--- src/rtl/pio_input_debouncer.sv ---
// rtl/pio_input_debouncer.sv - per-channel synchronizer and debouncer feeding the PIO in_port
module pio_input_debouncer #(
    parameter int               WIDTH           = 10,
    parameter int               SYNC_STAGES     = 2,
    parameter int               DEBOUNCE_CYCLES = 1000000,
    parameter int               CNT_W           = 20,
    parameter logic [WIDTH-1:0] INVERT_MASK     = '0
) (
    input  logic             clk,
    input  logic             reset_n,
    input  logic [WIDTH-1:0] raw_in,
    output logic [WIDTH-1:0] clean_out,
    output logic [WIDTH-1:0] rise_pulse,
    output logic [WIDTH-1:0] fall_pulse,
    output logic             busy
);

    typedef enum logic {
        STABLE   = 1'b0,
        COUNTING = 1'b1
    } state_t;

    localparam logic [CNT_W-1:0] CNT_MAX = CNT_W'(DEBOUNCE_CYCLES - 1);

    logic [WIDTH-1:0] sync_q [SYNC_STAGES];
    logic [WIDTH-1:0] synced;

    state_t           state_q [WIDTH];
    state_t           state_d [WIDTH];
    logic [CNT_W-1:0] cnt_q   [WIDTH];
    logic [CNT_W-1:0] cnt_d   [WIDTH];
    logic [WIDTH-1:0] clean_d;
    logic [WIDTH-1:0] rise_d;
    logic [WIDTH-1:0] fall_d;
    logic [WIDTH-1:0] counting_d;

    // Stages reset to the inversion mask so that every channel reads inactive out of reset.
    always_ff @(posedge clk or negedge reset_n) begin
        if (!reset_n) begin
            for (int s = 0; s < SYNC_STAGES; s++) begin
                sync_q[s] <= INVERT_MASK;
            end
        end else begin
            sync_q[0] <= raw_in;
            for (int s = 1; s < SYNC_STAGES; s++) begin
                sync_q[s] <= sync_q[s-1];
            end
        end
    end

    assign synced = sync_q[SYNC_STAGES-1] ^ INVERT_MASK;

    always_comb begin
        clean_d    = clean_out;
        rise_d     = '0;
        fall_d     = '0;
        counting_d = '0;
        for (int i = 0; i < WIDTH; i++) begin
            state_d[i] = state_q[i];
            cnt_d[i]   = cnt_q[i];
            case (state_q[i])
                STABLE: begin
                    if (synced[i] != clean_out[i]) begin
                        state_d[i] = COUNTING;
                        cnt_d[i]   = CNT_W'(1);
                    end else begin
                        cnt_d[i]   = '0;
                    end
                end
                COUNTING: begin
                    if (synced[i] == clean_out[i]) begin
                        state_d[i] = STABLE;
                        cnt_d[i]   = '0;
                    end else if (cnt_q[i] == CNT_MAX) begin
                        clean_d[i] = synced[i];
                        rise_d[i]  = synced[i];
                        fall_d[i]  = ~synced[i];
                        state_d[i] = STABLE;
                        cnt_d[i]   = '0;
                    end else begin
                        cnt_d[i]   = cnt_q[i] + CNT_W'(1);
                    end
                end
                default: begin
                    state_d[i] = STABLE;
                    cnt_d[i]   = '0;
                end
            endcase
            counting_d[i] = (state_d[i] == COUNTING);
        end
    end

    // busy is registered from the next state so it tracks the COUNTING cycles exactly.
    always_ff @(posedge clk or negedge reset_n) begin
        if (!reset_n) begin
            for (int i = 0; i < WIDTH; i++) begin
                state_q[i] <= STABLE;
                cnt_q[i]   <= '0;
            end
            clean_out  <= '0;
            rise_pulse <= '0;
            fall_pulse <= '0;
            busy       <= 1'b0;
        end else begin
            for (int i = 0; i < WIDTH; i++) begin
                state_q[i] <= state_d[i];
                cnt_q[i]   <= cnt_d[i];
            end
            clean_out  <= clean_d;
            rise_pulse <= rise_d;
            fall_pulse <= fall_d;
            busy       <= |counting_d;
        end
    end

endmodule

--- config.mk ---
export PLATFORM = sky130hd
export DESIGN_NAME = pio_input_debouncer
export DESIGN_NICKNAME = d
export VERILOG_FILES = /design/src/rtl/pio_input_debouncer.sv
export SDC_FILE = /design/constraint.sdc
export NUM_CORES = 1
export LEC_CHECK = 0
export BUFFER_PORTS_ARGS = -buffer_cell sky130_fd_sc_hd__buf_2
export CORE_MARGIN = 1
export CORE_UTILIZATION = 45
export DETAILED_ROUTE_END_ITERATION = 12
export GPL_TIMING_DRIVEN = 0
export HOLD_SLACK_MARGIN = 0.02
export PLACE_DENSITY_LB_ADDON = 0.3
export SLEW_MARGIN = 20
export SYNTH_ARGS = -nofsm -noshare
export SYNTH_HDL_FRONTEND = slang
export SYNTH_SLANG_ARGS = --single-unit
--- constraint.sdc ---
create_clock -name clk -period 3.4 [get_ports clk]
set_clock_uncertainty 0.2 [all_clocks]
set_input_delay 0.17 -clock clk [delete_from_list [all_inputs] [get_ports clk]]
set_output_delay 0.17 -clock clk [all_outputs]
set_load 0.02 [all_outputs]
== After elaboration in Yosys (flattened, before gate mapping) ==
Index checks and enable logic that the tools add are counted.

* Flip-flop bits (word level): 261
* Bits in latches: 0
* Logic and storage cells: 256
* Memories: 0
* Bits in read-only memories: 0
* Output and inout port bits: 31
* Input bits: 12
* Memory bits (writable): 0

* Divide/modulo/power cells: 0
* Shift-type cells: 0
* $lt $le $gt $ge: 0
* Add/sub/neg operators: 10
* Eq/ne operators: 30
* Bitwise logic cells: 30
* Muxes and demuxes: 140
* Multipliers: 0
* Reduce and logical (&&, ||, !) cells: 11

{| class="wikitable"
|+ Operators by type and width
! cell !! number
|-
| 20-bit two-way mux || 20
|-
| 20-bit one-hot mux with 2 select lines || 10
|-
| 20-bit by 1-bit adder with 20-bit output, second input constant || 10
|-
| 20-bit equality test, second input constant || 10
|-
| 1-bit two-way mux || 100
|-
| 1-bit NOT || 30
|-
| 3-bit AND reduction || 10
|-
| 1-bit one-hot mux with 2 select lines || 10
|-
| 1-bit equality test || 10
|-
| 1-bit inequality test || 10
|-
| 10-bit OR reduction || 1
|}

== Logic depth before layout (Yosys ltp) ==
Gate-level depths: netlist of the first run.

* Word-level depth: 5
* Depth in mapped cells: 8
* Mapped depth without buffers: 6

== Least setup slack after synthesis of the first run ==
OpenSTA, ideal clock, no wires.

* Path type: reg-to-reg
* Start: register cnt_q[35] in the netlist's numbering
* End: register busy
* Library setup time: 139 ps
* Clock period less this slack: 2,516 ps
* Buffers on the path: 0
* Stages on the path, launching flop included: 6
* Data required time: 3,061 ps
* Path slack: 884 ps
* Data arrival time: 2,177 ps
* Cells stage by stage: dfrtp_1 or4_1 nor4_2 a31oi_1 or4_1 or4_1

* Longest elaborated chain between the ends: 5

{| class="wikitable"
|+ Ends and longest elaborated chain
! element !! line !! RTL
|-
| start, declared || 30 || <nowiki>logic [CNT_W-1:0] cnt_q [WIDTH];</nowiki>
|-
| start signal, assigned by index || 107 || <nowiki>cnt_q[i] <= cnt_d[i];</nowiki>
|-
| 20-bit equality test || 74 || <nowiki>end else if (cnt_q[i] == CNT_MAX) begin</nowiki>
|-
| 1-bit two-way mux || 74 ||
|-
| 1-bit two-way mux || 71 || <nowiki>if (synced[i] == clean_out[i]) begin</nowiki>
|-
| 1-bit one-hot mux with 2 select lines || 61 || <nowiki>case (state_q[i])</nowiki>
|-
| net counting_d[8] || 35 || <nowiki>logic [WIDTH-1:0] counting_d;</nowiki>
|-
| 10-bit OR reduction || 112 || <nowiki>busy <= |counting_d;</nowiki>
|-
| end signal, assigned || 112 ||
|-
| end, declared || 15 || <nowiki>output logic busy</nowiki>
|}

The timed path passes the listed nets, and every way through them passes these cells.
A chain may end at the register's enable or synchronous reset.

== Worst setup path in the final report of the first run ==
* Start: register cnt_q[15] in the netlist's numbering
* End: register busy

Same word-level chain as after synthesis.

==> results of run 1 <==
## report_power, final
part           internal, mW  switching (mW)
registers              3.14          0.0294
logic                0.0617           0.132
clock network          1.98            1.23
total                  5.18            1.39
## final cells by class
type                       instances  area (sq um)
fill                            2257         11800
sequential                       261          6530
multi-input combinational        828          5040
clock buffer                      41           861
timing repair buffer              58           450
tap                              330           413
clock inverter                    12           140
inverter                          28           105
buffer                            25          95.1
## what timing repair did
action / in CTS / in global routing
setup endpoints to repair: 0 / 0
hold endpoints to repair: 184 / 0
gates resized for setup: 0 / 0
hold buffers: 13 / 0
## layout by cell type, fill, tap and decap left out, drive strengths merged, types with 12 or more instances in the layout
cell type / n
nand4: 42
nand2: 63
o21ai: 15
and3: 30
nor2: 224
and2: 23
inv: 28
xor2: 99
nand3: 79
nor3: 32
and4: 20
dlygate4sd3: 12
clkbuf: 64
nor4: 16
buf: 48
dfrtp: 261
xnor2: 83
## state kept, by name, indices dropped and copies added (netlist names)
signal and count:
synced 10, clean_out 10, cnt_q 200, sync_q 10, fall_pulse 10, rise_pulse 10, state_q 10, busy 1
## kinds of logic after synthesis
family / after synthesis
xor+xnor: 182
simple gates: 586
fa+ha+maj: 10
flops: 261
mux: 10
buf+inv: 53
compound gates: 40
## worst max path at each step
stage | start | to | cells after the start
after global placement | reset_n | sync_q[16]$_DFF_PN0_ | 1
after floorplan | cnt_q[35]$_DFF_PN0_ | busy$_DFF_PN0_ | 5
final | cnt_q[15]$_DFF_PN0_ | busy$_DFF_PN0_ | 5
after global routing | cnt_q[80]$_DFF_PN0_ | cnt_q[95]$_DFF_PN0_ | 7
after detailed placement | cnt_q[35]$_DFF_PN0_ | busy$_DFF_PN0_ | 5
after CTS | cnt_q[35]$_DFF_PN0_ | busy$_DFF_PN0_ | 5
## per-stage QoR
step	hold WS (ns)	std cells	setup WS, ns	power, mW	utilization, %
5_1_grt	0.0535	1583	0.198	6.83	53.7
3_5_place_dp	-0.0757	1517	0.445	3.41	49.2
4_1_cts	0.0498	1583	0.429	6.68	53.7
3_3_place_gp	0.0781	1514	-2.80	3.40	48.8
6_report	0.0765	1583	0.422	6.57	53.7
2_1_floorplan	-0.326	1142	0.884	3.30	-
## layer usage
metal  GRT usage, %  part of all wire [%]  up-vias
li1               -                     -     4064
met1           23.6                    49     3951
met2           28.5                    45      116
met3           2.70                   3.1       41
met4           5.51                   2.7        0
met5              0                     0        -
==> out/qor.csv, run 1 <==
stage;metric;value;unit
status;status;completed;
placed_design;HPWL Detailed;14400;microns
yosys;top_reg_cell synth;dfrtp_1;
routing;routed wire length;21700;microns
routing;number of detailed-route iterations in the first pass;4;
finish;Final Cell Area;13600;sq um
pwr;PwrDens;482;nW/um^2
yosys;post-synthesis adder-cell area fraction;1.06;%
worst_hold_path;HP Class;primary input to flip-flop;
clocking;CTS Buf Count;29;
worst_setup_path;worst-path maximum fanout;3;
yosys;FFs w/ async S/R, synth;100;%
floorplan;num rows;58;
worst_setup_path;startpoint types;flip-flop;
floorplan;core area;25400;sq um
placed_design;gpl congestion;0.814;
yosys;Simple-Gate Fraction of Synth Area;25.2;%
clocking;Clk pin slew, worst setup/hold paths;0.06;ns
floorplan;chip height;164;microns
floorplan;Initial Util;46.4;%
timing;final hold vios;0;
clocking;Max H-tree Level;1;
clocking;Setup Fix Bufs, Post-CTS;0;
timing;Final Max Slew Viols;0;
yosys;instance count of the mapped netlist;1142;
routing;WL per Instance;13.7;microns
floorplan;die area;26800;sq um
routing;# DRC;0;
yosys;Unique masters post-synth;51;
placed_design;Post-DP Area;12500;sq um
yosys;post-synthesis compound-gate area fraction;2.10;%
yosys;main combinational cell family by area after synthesis;simple AND/OR/NAND/NOR gates;
worst_setup_path;Worst R2R Start;cnt_q[15]$_DFF_PN0_;
timing;setup_tns;0;ns
finish;Final #Nets;1253;
clocking;clock tree root driver cell;clkbuf_16;
yosys;syn nets;1164;
worst_setup_path;crit path buf inv count;0;
routing;DR vias;8172;
worst_setup_path;largest stage delay on the critical path;0.66;ns
worst_setup_path;critical path class;flip-flop to flip-flop;
global_route;initial antenna violation count;0;
worst_setup_path;r2r endpoint;busy$_DFF_PN0_;
routing;post-DR vias/cell;5.16;
worst_setup_path;Worst Path Arrival;3.17;ns
worst_hold_path;Hold Path End;sync_q[12]$_DFF_PN0_;
finish;Area Overhead vs Synth;15.8;%
clocking;Clock Latency Late Sink;0.53;ns
flow_run;MaxCap Viol Count;0;
worst_setup_path;Data required, critical path;3.60;ns
yosys;average size of a mapped cell;10.3;sq um
yosys;post-synth top area share;55.5;%
yosys;post-synthesis mux area share;0.956;%
timing;Setup violations, final;0;
timing;Period minus WS final;2.98;ns
clocking;CTS tree;yes;
global_route;first-pass GRT wire length;38800;microns
finish;antenna fix cells;0;
worst_setup_path;reg2reg path depth;5;
yosys;top post-synthesis cells by area;dfrtp_1, xor2_1, nor2_1;
yosys;#FFs+latches synth;261;
yosys;list of most frequent post-synthesis cells;dfrtp_1, nor2_1, xor2_1, xnor2_1, nand3_1;
worst_hold_path;Min-Delay Path Depth;2;
yosys;dominant cell type by area after synthesis;dfrtp_1;
finish;share of layout cells above drive strength 1;9.18;%
yosys;Synthesis Warnings;0;
worst_setup_path;CP max-delay cell;or4_1;
clocking;Sink Count;261;
clocking;clk buf depth;3;
global_route;largest net degree at the start of global routing;88;
routing;Routed Antenna Nets;0;
global_route;GRT Overall Usage;17.4;%
worst_setup_path;worst path cell trace;or4_1 > nor4_2 > a31oi_1 > or4_1 > or4_1;
global_route;vias in the first global route;8334;
worst_setup_path;Setup crit end kind;flip-flop;
timing;Slew @ Worst Pin;0.935;ns
yosys;post-synthesis sequential area ratio;55.5;%
yosys;Post-synth EDFFs;0;
timing;Fmax;336;MHz
timing;Final Cycle Share;87.6;%
floorplan;IO Pins;43;
placed_design;IO Port Bufs;42;
yosys;Post-Synth XOR/XNOR Area;13.5;%
worst_hold_path;min-delay src;raw_in[2];
timing;Max-slew headroom;37.1;%
floorplan;Die Span X;164;microns
routing;drt first-iter violations;483;
yosys;count leader, synth;dfrtp_1;
worst_setup_path;most used cell along the critical path;or4_1;
worst_setup_path;R2R setup slack;0.42;ns
pwr;leakage power;5.81;nW
yosys;Post-Syn Area;11800;sq um
pwr;worst vdd ir;0.455;mV
timing;unrepaired setup endpoints after global routing;no;
global_route;GRT overflow;0;
worst_setup_path;CP delay by family, top;simple AND/OR/NAND/NOR gates;
Power figures use the tool's default switching activity.
==> run 2: changes to the inputs <==
--- a/config.mk
+++ b/config.mk
@@ -6,4 +6,5 @@
 export NUM_CORES = 1
 export LEC_CHECK = 0
+export ABC_CLOCK_PERIOD_IN_PS = 3400
 export BUFFER_PORTS_ARGS = -buffer_cell sky130_fd_sc_hd__buf_2
 export CORE_MARGIN = 1
==> constraint.sdc (replaced) <==
create_clock -name clk -period 3.4 [get_ports clk]
set_clock_uncertainty 0.2 [all_clocks]
set_input_delay 0.68 -clock clk [delete_from_list [all_inputs] [get_ports clk]]
set_output_delay 0.68 -clock clk [all_outputs]
set_load 0.02 [all_outputs]
==> run 2 against run 1 <==
Wire length decreased by 0.34%. First-iteration DRC count is 6.8% higher. Flip-flop and latch count unchanged. Sequential power barely moved. Clock power hardly changed. Combinational power decreased by 7%. Critical path depth did not move. Core utilization decreased by 0.54 points. Final area fell by 1.0%. Via count shrank 0.56%. Die area did not move. Maximum frequency up 0.42%. Largest power group unchanged.
==> out/qor.csv, run 2 (synthesized netlist as in run 1, its figures left out) <==
stage;metric;value;unit
worst_setup_path;critical path class;flip-flop to flip-flop;
routing;WL per Instance;13.7;microns
timing;Final Max Slew Viols;0;
routing;Routed Antenna Nets;0;
timing;Final Cycle Share;87.2;%
clocking;clk buf depth;3;
global_route;vias in the first global route;8304;
finish;Largest register FFs;200;
status;status;completed;
global_route;largest net degree at the start of global routing;88;
pwr;leakage power;5.75;nW
timing;setup_tns;0;ns
worst_hold_path;HP Class;primary input to flip-flop;
finish;Area Overhead vs Synth;14.7;%
pwr;clock power share;48.9;%
clocking;clock tree root driver cell;clkbuf_16;
finish;Post-Route Utilization;53.2;%
floorplan;chip height;164;microns
finish;Final #Nets;1241;
worst_setup_path;largest stage delay on the critical path;0.65;ns
finish;Final Cell Area;13500;sq um
timing;unrepaired setup endpoints after global routing;no;
global_route;GRT Overall Usage;17.3;%
placed_design;IO Port Bufs;42;
pwr;Seq pwr share;48.3;%
finish;Biggest register;cnt_q;
finish;share of layout cells above drive strength 1;9.19;%
worst_setup_path;Data required, critical path;3.60;ns
clocking;CTS Buf Count;29;
worst_setup_path;Setup crit end kind;flip-flop;
worst_setup_path;worst path cell trace;or4_1 > nor4_2 > a31oi_1 > or4_1 > or4_1;
finish;final non-filler cell total;1571;
routing;drt first-iter violations;516;
pwr;Switch Pwr;1.39;mW
routing;# DRC;0;
global_route;first-pass GRT wire length;38600;microns
timing;Period minus WS final;2.97;ns
floorplan;core area;25400;sq um
clocking;Sink Count;261;
pwr;PwrDens;486;nW/um^2
timing;final setup margin;0.435;ns
placed_design;gpl congestion;0.814;
worst_setup_path;worst-path maximum fanout;3;
routing;DR vias;8126;
pwr;worst vdd ir;0.455;mV
finish;area of the multi-input gates;5040;sq um
clocking;Clock Latency Late Sink;0.53;ns
clocking;Setup Fix Bufs, Post-CTS;0;
placed_design;pre-CTS setup slack;0.445;ns
finish;most common cell after layout, fill and taps aside;dfrtp_1;
global_route;GRT overflow;0;
clocking;Clk pin slew, worst setup/hold paths;0.06;ns
pwr;internal power;5.17;mW
placed_design;HPWL Detailed;14400;microns
worst_setup_path;startpoint types;flip-flop;
timing;Setup violations, final;0;
placed_design;Post-DP Area;12500;sq um
flow_run;MaxCap Viol Count;0;
clocking;CTS tree;yes;
placed_design;dpl cells;1517;
worst_setup_path;Worst Path Arrival;3.16;ns
pwr;switch share;21.2;%
routing;routed wire length;21600;microns
timing;final hold vios;0;
worst_setup_path;CP max-delay cell;or4_1;
floorplan;die area;26800;sq um
finish;most frequent cells in the layout;dfrtp_1, nor2_1, xor2_1;
routing;number of detailed-route iterations in the first pass;4;
finish;Fillers;2264;
pwr;Comb power frac;2.7;%
timing;Max-slew headroom;37.1;%
worst_setup_path;most used cell along the critical path;or4_1;
floorplan;num rows;58;
floorplan;Initial Util;46.4;%
routing;post-DR vias/cell;5.17;
finish;FF+latch area;6530;sq um
finish;antenna fix cells;0;
timing;Fmax;337;MHz
floorplan;IO Pins;43;
global_route;initial antenna violation count;0;
floorplan;Die Span X;164;microns
timing;Slew @ Worst Pin;0.935;ns
clocking;Max H-tree Level;1;
-- run 2: final cells by class --
class | count | share of cell area, %
Timing Repair Buffer | 46 | 2.32
Multi-Input combinational cell | 828 | 37.3
Tap cell | 330 | 3.06
Inverter | 28 | 0.779
Clock buffer | 41 | 6.38
Clock inverter | 12 | 1.04
Buffer | 25 | 0.704
Sequential cell | 261 | 48.4
-- run 2: through the flow --
stage          total power, mW  hold WS [ns]
2_1_floorplan             3.30         0.131
3_3_place_gp              3.40         0.132
3_5_place_dp              3.41         0.136
4_1_cts                   6.67        0.0240
5_1_grt                   6.82        0.0229
6_report                  6.56        0.0508
-- run 2: path summary, 6_finish.rpt --
check                                           from                    to  slack [ns]  depth (start not counted)
worst min-delay path                       raw_in[7]  sync_q[17]$_DFF_PN0_        0.05                          1
worst max-delay path             cnt_q[15]$_DFF_PN0_        busy$_DFF_PN0_        0.43                          5
worst max register to register   cnt_q[15]$_DFF_PN0_        busy$_DFF_PN0_        0.43                          5
worst min register to register  sync_q[12]$_DFF_PN0_   synced[2]$_DFF_PN0_        0.14                          0
max in group asynchronous                    reset_n   synced[6]$_DFF_PN0_        1.44                          4
min in group asynchronous                    reset_n   synced[0]$_DFF_PN0_        0.46                          2
-- run 2: critical path: cells and delay by family (launching register included) --
kind	cells	cell delay [ns]
AND/OR/NAND/NOR	4	2.02
flip-flops	1	0.41
AO/OA/AOI/OAI	1	0.21
-- run 2: power groups by stage --
| stage | Clock, mW | Combinational (mW) | Sequential [mW] |
|---|---|---|---|
| after floorplan | 0 | 0.0777 | 3.22 |
| after global placement | 0 | 0.172 | 3.23 |
| after detailed placement | 0 | 0.187 | 3.23 |
| after CTS | 3.31 | 0.189 | 3.17 |
| after global routing | 3.43 | 0.213 | 3.17 |
| final | 3.21 | 0.180 | 3.17 |
-- run 2: per-layer routing --
layer / vias to the layer above / global-route usage (%) / routed length (microns)
met4: 0 / 5.60 / 589
li1: 4039 / - / -
met2: 113 / 28.4 / 9830
met3: 42 / 2.73 / 730
met5: - / 0 / 0
met1: 3932 / 23.5 / 10400
-- run 2: what timing repair did --
action	CTS	global route
endpoints found under the hold margin	55	0
gates resized for setup	0	0
hold buffers	1	0
